$ cat src/rtl/bus_slot_arbiter_pkg.sv
// Shared encodings for the SRAM bus slot arbiter: slot owners and MCU handshake states.
package bus_slot_arbiter_pkg;

  typedef logic [1:0] slot_t;

  localparam slot_t SLOT_VIDEO = 2'd0;
  localparam slot_t SLOT_CPU   = 2'd1;
  localparam slot_t SLOT_MCU   = 2'd2;

  typedef logic [1:0] mcu_state_t;

  localparam mcu_state_t MCU_IDLE    = 2'd0;
  localparam mcu_state_t MCU_PENDING = 2'd1;
  localparam mcu_state_t MCU_ACTIVE  = 2'd2;
  localparam mcu_state_t MCU_DONE    = 2'd3;

  function automatic slot_t next_slot(input slot_t s);
    case (s)
      SLOT_VIDEO: return SLOT_CPU;
      SLOT_CPU:   return SLOT_MCU;
      default:    return SLOT_VIDEO;
    endcase
  endfunction

endpackage

$ cat src/rtl/bus_slot_arbiter_mcu_req_fsm.sv
// MCU (SPI bridge) request path: 2-flop synchronizer on mcu_pending plus the
// pending/active/done handshake that claims one eligible slot per request.
module bus_slot_arbiter_mcu_req_fsm
  import bus_slot_arbiter_pkg::*;
(
  input  logic clk,
  input  logic reset,
  input  logic mcu_pending,
  input  logic mcu_we,
  input  logic slot_start,
  input  logic slot_end,
  input  logic eligible,
  output logic grant,
  output logic strobe,
  output logic done,
  output logic we_eff
);

  logic       sync1;
  logic       pend_s;
  logic       we_l;
  mcu_state_t state;

  always_ff @(posedge clk) begin
    if (reset) begin
      sync1  <= 1'b0;
      pend_s <= 1'b0;
      state  <= MCU_IDLE;
      we_l   <= 1'b0;
    end else begin
      sync1  <= mcu_pending;
      pend_s <= sync1;
      if (!pend_s) begin
        state <= MCU_IDLE;
      end else begin
        case (state)
          MCU_IDLE:    state <= MCU_PENDING;
          MCU_PENDING: begin
            if (slot_start && eligible) begin
              state <= MCU_ACTIVE;
              we_l  <= mcu_we;
            end
          end
          MCU_ACTIVE:  if (slot_end) state <= MCU_DONE;
          MCU_DONE:    state <= MCU_DONE;
          default:     state <= MCU_IDLE;
        endcase
      end
    end
  end

  // The grant is raised combinationally in the slot-start cycle so the MCU owns the
  // whole slot; a synchronized drop of pending pulls it (and the strobe) immediately.
  always_comb begin
    grant  = pend_s && ((state == MCU_ACTIVE) ||
                        ((state == MCU_PENDING) && slot_start && eligible));
    strobe = pend_s && (state == MCU_ACTIVE) && slot_end;
    done   = (state == MCU_DONE);
    we_eff = (state == MCU_ACTIVE) ? we_l : mcu_we;
  end

endmodule

$ cat src/rtl/bus_slot_arbiter.sv
// Time-division SRAM bus arbiter: VIDEO/CPU/MCU slot frame, RAM control decode,
// per-owner strobes and the MCU pending/done handshake.
module bus_slot_arbiter
  import bus_slot_arbiter_pkg::*;
#(
  parameter int unsigned SLOT_CYCLES = 4
)
(
  input  logic       clk,
  input  logic       reset,
  input  logic       cpu_we,
  input  logic       cpu_halt,
  input  logic       mcu_pending,
  input  logic       mcu_we,
  output logic [1:0] slot,
  output logic       mcu_grant,
  output logic       ram_oe,
  output logic       ram_we,
  output logic       video_strobe,
  output logic       cpu_en,
  output logic       mcu_strobe,
  output logic       mcu_done
);

  localparam int unsigned CW = $clog2(SLOT_CYCLES);
  localparam logic [CW-1:0] CNT_LAST = CW'(SLOT_CYCLES - 1);

  logic [CW-1:0] cnt;
  slot_t         slot_q;
  logic          cpu_halt_l;
  logic          cpu_we_l;

  logic slot_start;
  logic slot_end;
  logic mid;
  logic halt_eff;
  logic cpu_we_eff;
  logic eligible;

  logic fsm_grant;
  logic fsm_strobe;
  logic fsm_done;
  logic mcu_we_eff;

  always_ff @(posedge clk) begin
    if (reset) begin
      cnt        <= '0;
      slot_q     <= SLOT_VIDEO;
      cpu_halt_l <= 1'b0;
      cpu_we_l   <= 1'b0;
    end else begin
      if (cnt == CNT_LAST) begin
        cnt    <= '0;
        slot_q <= next_slot(slot_q);
      end else begin
        cnt <= cnt + CW'(1);
      end
      if (slot_start && (slot_q == SLOT_CPU)) begin
        cpu_halt_l <= cpu_halt;
        cpu_we_l   <= cpu_we;
      end
    end
  end

  // CPU controls are sampled at slot start: live value on cnt==0, latched copy after.
  always_comb begin
    slot_start = (cnt == '0);
    slot_end   = (cnt == CNT_LAST);
    mid        = !slot_start && !slot_end;
    halt_eff   = slot_start ? cpu_halt : cpu_halt_l;
    cpu_we_eff = slot_start ? cpu_we   : cpu_we_l;
    eligible   = (slot_q == SLOT_MCU) || ((slot_q == SLOT_CPU) && halt_eff);
  end

  bus_slot_arbiter_mcu_req_fsm u_mcu_req_fsm (
    .clk         (clk),
    .reset       (reset),
    .mcu_pending (mcu_pending),
    .mcu_we      (mcu_we),
    .slot_start  (slot_start),
    .slot_end    (slot_end),
    .eligible    (eligible),
    .grant       (fsm_grant),
    .strobe      (fsm_strobe),
    .done        (fsm_done),
    .we_eff      (mcu_we_eff)
  );

  always_comb begin
    ram_oe       = 1'b0;
    ram_we       = 1'b0;
    video_strobe = 1'b0;
    cpu_en       = 1'b0;
    if (!reset) begin
      case (slot_q)
        SLOT_VIDEO: begin
          ram_oe       = 1'b1;
          video_strobe = slot_end;
        end
        SLOT_CPU: begin
          if (fsm_grant) begin
            ram_oe = !mcu_we_eff;
            ram_we = mcu_we_eff && mid;
          end else if (!halt_eff) begin
            ram_oe = !cpu_we_eff;
            ram_we = cpu_we_eff && mid;
            cpu_en = slot_end;
          end
        end
        SLOT_MCU: begin
          if (fsm_grant) begin
            ram_oe = !mcu_we_eff;
            ram_we = mcu_we_eff && mid;
          end
        end
        default: ;
      endcase
    end
  end

  always_comb begin
    slot       = slot_q;
    mcu_grant  = fsm_grant  && !reset;
    mcu_strobe = fsm_strobe && !reset;
    mcu_done   = fsm_done   && !reset;
  end

  a_oe_we_excl: assert property (@(posedge clk) disable iff (reset) !(ram_oe && ram_we));
  a_we_window:  assert property (@(posedge clk) disable iff (reset)
                                 ram_we |-> (cnt != '0 && cnt != CNT_LAST));
  a_strobe_own: assert property (@(posedge clk) disable iff (reset) mcu_strobe |-> mcu_grant);

endmodule

$ cat config.mk
export PLATFORM = sky130hd
export DESIGN_NAME = bus_slot_arbiter
export DESIGN_NICKNAME = d
export VERILOG_FILES = /design/src/rtl/bus_slot_arbiter_pkg.sv /design/src/rtl/bus_slot_arbiter_mcu_req_fsm.sv /design/src/rtl/bus_slot_arbiter.sv
export SDC_FILE = /design/constraint.sdc
export NUM_CORES = 1
export LEC_CHECK = 0
export BUFFER_PORTS_ARGS = -buffer_cell sky130_fd_sc_hd__buf_4
export CAP_MARGIN = 20
export CORE_MARGIN = 2
export CORE_UTILIZATION = 40
export DETAILED_ROUTE_END_ITERATION = 16
export GPL_ROUTABILITY_DRIVEN = 0
export PLACE_DENSITY = 0.7
export SLEW_MARGIN = 20
export SYNTH_ARGS = -nofsm -noshare
export SYNTH_HDL_FRONTEND = slang
export SYNTH_SLANG_ARGS = --single-unit
$ cat constraint.sdc
create_clock -name clk -period 1.7 [get_ports clk]
set_input_delay 0.085 -clock clk [delete_from_list [all_inputs] [get_ports clk]]
set_output_delay 0.085 -clock clk [all_outputs]
set_load 0.005 [all_outputs]
== Word-level counts from Yosys, hierarchy flattened ==
Cells that the tools add are included.

* Register bits: 11

* Bitwise gates (word level): 1
* Equal/unequal tests: 8
* Muxes and demuxes: 23
* Add/sub/neg operators: 1
* Reductions and logical operators: 28

{| class="wikitable"
|+ Operators with widths
! kind !! count
|-
| two-way mux 1 bit || 17
|-
| logical AND 1 bit || 14
|-
| equality test 2 bit, second input constant || 4
|-
| one-hot mux 2 bit (4 select lines) || 1
|-
| logical NOT 2 bit || 3
|-
| logical NOT 1 bit || 5
|-
| equality test 2 x 1 -> 1 bit, second input constant || 2
|-
| two-way mux 2 bit || 2
|-
| inequality test 2 x 1 -> 1 bit, second input constant || 2
|-
| one-hot mux 2 bit (2 select lines) || 1
|-
| OR reduction 2 bit || 2
|-
| one-hot mux 1 bit (3 select lines) || 1
|-
| AND reduction 3 bit || 1
|-
| adder 2 x 1 -> 2 bit, second input constant || 1
|-
| logical OR 1 bit || 2
|-
| one-hot mux 1 bit (2 select lines) || 1
|-
| AND reduction 2 bit || 1
|-
| NOT 1 bit || 1
|}

== Logic depth before layout (Yosys ltp) ==
* Depth after elaboration: 10
* Depth in mapped cells: 7
* Gate-level depth less buffers: 6

== Hierarchy ==
From an unflattened synthesis, not the netlist that was laid out.

* Cell total of the unflattened synthesis: 73
* Area, all modules: 673.1 µm²

{| class="wikitable"
|+ Modules (own cells, without submodules)
! module !! area each (µm²) !! instances !! sequential area each (µm²) !! cells an instance
|-
| bus_slot_arbiter || 456.7 || 1 || 120.1 || 50
|-
| bus_slot_arbiter_mcu_req_fsm || 216.5 || 1 || 100.1 || 23
|}

== Least setup slack after synthesis ==
No wires, ideal clock.

* Path type: flip-flop to output port
* Start point: reg slot_q[1] (netlist: slot[1])
* End point: out ram_oe
* Setup slack: 0.130 ns
* Arrival time: 1.485 ns
* Buffers on the path: 1
* Cell stages (with the launch flop): 8
* Cells stage by stage: dfxtp_1 > inv_1 > ha_1 > buf_6 > a21oi_4 > o32ai_1 > and2_1 > o31a_1

* Longest elaborated chain between the ends: 9
* Elaborated cells between the ends (all ways): 12
* Classes of those cells: 2 x eq/ne; 4 x mux; 6 x reduce/logical

{| class="wikitable"
|+ RTL lines
! item !! RTL line !! source
|-
| from (decl) || bus_slot_arbiter.sv:29 || <nowiki>slot_t slot_q;</nowiki>
|-
| from (signal assigned) || bus_slot_arbiter.sv:54 || <nowiki>slot_q <= next_slot(slot_q);</nowiki>
|-
| equality test 2 x 1 -> 1 bit || bus_slot_arbiter.sv:72, bus_slot_arbiter.sv:95 ||
|-
| logical AND 1 bit || bus_slot_arbiter.sv:72 || <nowiki>eligible = (slot_q == SLOT_MCU) || ((slot_q == SLOT_CPU) && halt_eff);</nowiki>
|-
| logical OR 1 bit || bus_slot_arbiter.sv:72 ||
|-
| logical AND 1 bit || bus_slot_arbiter_mcu_req_fsm.sv:56 || <nowiki>((state == MCU_PENDING) && slot_start && eligible));</nowiki>
|-
| logical OR 1 bit || bus_slot_arbiter_mcu_req_fsm.sv:55 || <nowiki>grant = pend_s && ((state == MCU_ACTIVE) ||</nowiki>
|-
| logical AND 1 bit || bus_slot_arbiter_mcu_req_fsm.sv:55 ||
|-
| two-way mux 1 bit (on tied branches) || bus_slot_arbiter.sv:111, bus_slot_arbiter.sv:101 ||
|-
| one-hot mux 1 bit (3 select lines) (*) || bus_slot_arbiter.sv:95 || <nowiki>case (slot_q)</nowiki>
|-
| two-way mux 1 bit (*) || bus_slot_arbiter.sv:94 || <nowiki>if (!reset) begin</nowiki>
|-
| to (decl) || bus_slot_arbiter.sv:17 || <nowiki>output logic ram_oe,</nowiki>
|}

Every way passes the cells marked *; elsewhere a longest branch is shown, timed or not.

== Final worst setup path ==
* Start point: reg slot_q[0] (netlist: slot[0])
* End point: out ram_oe

The elaborated chain is that of the path after synthesis.

==> impl_metrics.csv <==
group,metric,value,unit
drt,num_vias,630,
yosys,yosysWarningCount,0,
grt,grt_pass1_vias,597,
finish,final_area,988,sq um
die,core-area,1690,sq um
die,start_util,41.3,%
clock_tree,cts_sinks,11,
setup_path,rrSetupSlack,180,ps
grt,grt.total_usage,16.4,%
clock_tree,cts_root_buf,"clkbuf_4",
yosys,synth_nets,92,
grt,grt_max_degree,15,
place,place_hpwl,1080,microns
run_status,status,"finished with violations",
yosys,synth_top_cell_by_area,"dfxtp_1",
setup_path,critPathMaxFanout,4,
drt,wl_per_cell,13.3,microns
finish,drive_above_1_share,47.1,%
die,fp.dieH,45.8,microns
drt,drtIter0Drc,7,
drt,drtAntennaViolNets,0,
setup_path,timing.rr.end,"u_mcu_req_fsm.we_l",
yosys,yosysMostFrequentCell,"dfxtp_1",
yosys,synth_edf_count,0,
timing,fin_crit,1770,ps
finish,ff_latch_area,228,sq um
clock_tree,cts_max_level,1,
timing,timing.final.ws_setup,-72.5,ps
worst_hold_path,hold_path_class,"input pin to register",
setup_path,cpMaxStageDelayCell,"dfxtp_4",
place,port_buffers,14,
timing,tightest_slew,236,ps
place,placedCellCount,111,
finish,multi_input_area,518,sq um
power,p_leak,0.400,nW
timing,period_share,104,%
setup_path,path_buf_inv,2,
setup_path,cp_data_arrival_time,1690,ps
worst_hold_path,min_path_cells,2,
yosys,synth_ff_type,"dfxtp_1",
setup_path,crit_end,"ram_oe",
timing,final-hold-violation-count,0,
clock_tree,cts_made_buffers,3,
die,fp-row-count,15,
finish,fin_cells,119,
timing,clock_skew,1.03,ps
setup_path,cp_num_cells,7,
timing,slew_headroom,84.3,%
finish,area_growth,41.6,%
grt,antenna_found_initial,0,
clock_tree,clk_latency,280,ps
die,io_pins,15,
setup_path,worstSetupPathType,"register to output pin",
yosys,seq_area_frac_synth,31.5,%
setup_path,startpoint_type,"register",
yosys,synth_seq_cells,11,
finish,nNetsFinal,116,
drt,avgViaCountPerCell,5.29,
clock_tree,clk_pin_slew,70,ps
timing,setup_viol_count_final,2,
grt,grt_overflow,0,
setup_path,rr_startpoint,"slot[0]",
yosys,async_flop_share,0,%
setup_path,reg2reg_depth,8,
clock_tree,hold_buffers,0,
setup_path,crit_path_max_incr_delay,380,ps
grt,grt_pass1_wl,2500,microns
place,post_dp_cell_area,836,sq um
drt,wirelength,1590,microns
yosys,synth_area_leaders,"dfxtp_1, ha_1, mux2i_1, nor2_1, nor2b_1",
yosys,yosys.area.top_type_share,31.5,%
clock_tree,clock_tree.buffer_depth,2,
run,maxCapViolations,0,
power,ir_drop,0.448,mV
setup_path,cp_top_family,"compound AO/OA/AOI/OAI gates",
setup_path,worstPathRequired,1620,ps
clock_tree,cts_tree,"built",
yosys,avgSynthCellArea,8.84,sq um
drt,drc_errors,0,
setup_path,end_kind,"output pin",
timing,max_freq,564,MHz
timing,maxSlewViolCount,0,
run_status,violations,"negative setup slack",
setup_path,cp-startpoint,"slot[0]",
die,dieArea,2100,sq um
timing,grt_setup_unrepaired,"true",
setup_path,crit_path_cell_trace,"inv_2 > ha_4 > a21oi_4 > o32ai_2 > and2_4 > o31a_1 > buf_4",
power,powerDensity,636,nW/um^2
yosys,ys_types,28,
yosys,syn_area,698,sq um
yosys,syn_inst,79,
yosys,yosys-top-cells-count,"dfxtp_1, nor2_1, ha_1",
finish,insertedDiodeCount,0,
finish,fill_cells,141,
drt,drtPass1Iterations,4,
die,fp.dieW,45.8,microns
==> area by class of cell <==
class,count,share of cell area (%)
multi-input combinational,60,52.4
sequential,11,23.0
timing repair buffer,23,18.2
clock buffer,4,2.66
tap,17,2.15
inverter,4,1.52
==> kinds of logic after synthesis <==
family / Yosys count / share of synthesized area [%]
AND/OR/NAND/NOR: 36 / 29.6
buffers and inverters: 8 / 5.91
adder cells (fa/ha/maj): 7 / 12.5
multiplexers: 5 / 7.17
AO/OA/AOI/OAI: 12 / 13.3
flip-flops: 11 / 31.5
==> sequential cells by signal (all words and copies together) (netlist names) <==
register,flops
cnt,2
cpu_halt_l,1
cpu_we_l,1
slot,2
u_mcu_req_fsm.pend_s,1
u_mcu_req_fsm.state,2
u_mcu_req_fsm.sync1,1
u_mcu_req_fsm.we_l,1
==> how the worst min path moves through the flow <==
stage	from	slack (ps)	endpoint
finish	mcu_pending	20	u_mcu_req_fsm.sync1
CTS	mcu_pending	30	u_mcu_req_fsm.sync1
global route	mcu_pending	40	u_mcu_req_fsm.sync1
floorplan	mcu_pending	210	u_mcu_req_fsm.sync1
global placement	mcu_pending	300	u_mcu_req_fsm.sync1
detailed placement	mcu_pending	310	u_mcu_req_fsm.sync1
==> worst register-to-register path: stages (launching register included) <==
cell     delay, ps
dfxtp_4        370
inv_2           90
ha_4           150
a21oi_4         40
buf_4          130
buf_4          130
nor3b_1        230
mux2i_1        210
nor2_1          50
==> metal layers <==
metal / vias up / share of wire, % / GRT usage [%]
li1: 317 / - / -
met2: 14 / 49 / 27.9
met3: 5 / 4.2 / 1.19
met4: 0 / 2.0 / 6.86
met1: 294 / 45 / 21.3
met5: - / 0 / 0
==> placed cells by master, fill, tap and decap left out, types with 2 or more instances in the layout <==
cell type  instances
mux2i_1            4
ha_1               4
nand3_1            3
nor2_1             8
dfxtp_1            7
nor3_1             4
buf_4             21
ha_4               3
nand2_1            6
nor3b_1            3
dfxtp_2            3
a21oi_1            3
buf_6              2
clkbuf_4           3
nor2b_1            4
inv_2              4
==> metrics by stage <==
| stage | utilization [%] | TNS (ps) | power [mW] | setup slack [ps] | hold WS [ps] |
|---|---|---|---|---|---|
| final | 58.5 | -110 | 0.629 | -72.5 | 19.8 |
| after global routing | 58.5 | -341 | 0.652 | -131 | 35.6 |
| after CTS | 57.1 | -141 | 0.616 | -83.5 | 28.5 |
| after detailed placement | 49.5 | 0 | 0.405 | 55.9 | 306 |
| after global placement | 49.5 | 0 | 0.403 | 101 | 301 |
| after floorplan | - | 0 | 0.363 | 130 | 213 |
==> repair_timing <==
item | CTS | global route
cloned | 0 | 0
setup endpoints to repair | 3 | 3
gates resized for setup | 21 | 5
buffers inserted | 4 | 0
pin swaps | 6 | 2
==> power by group <==
part	switching [mW]	leakage [nW]	internal [mW]
Combinational	0.0746	0.293	0.0830
Clock	0.0971	0.0150	0.0911
Sequential	0.0123	0.0916	0.271
Power figures use the tool's default switching activity.
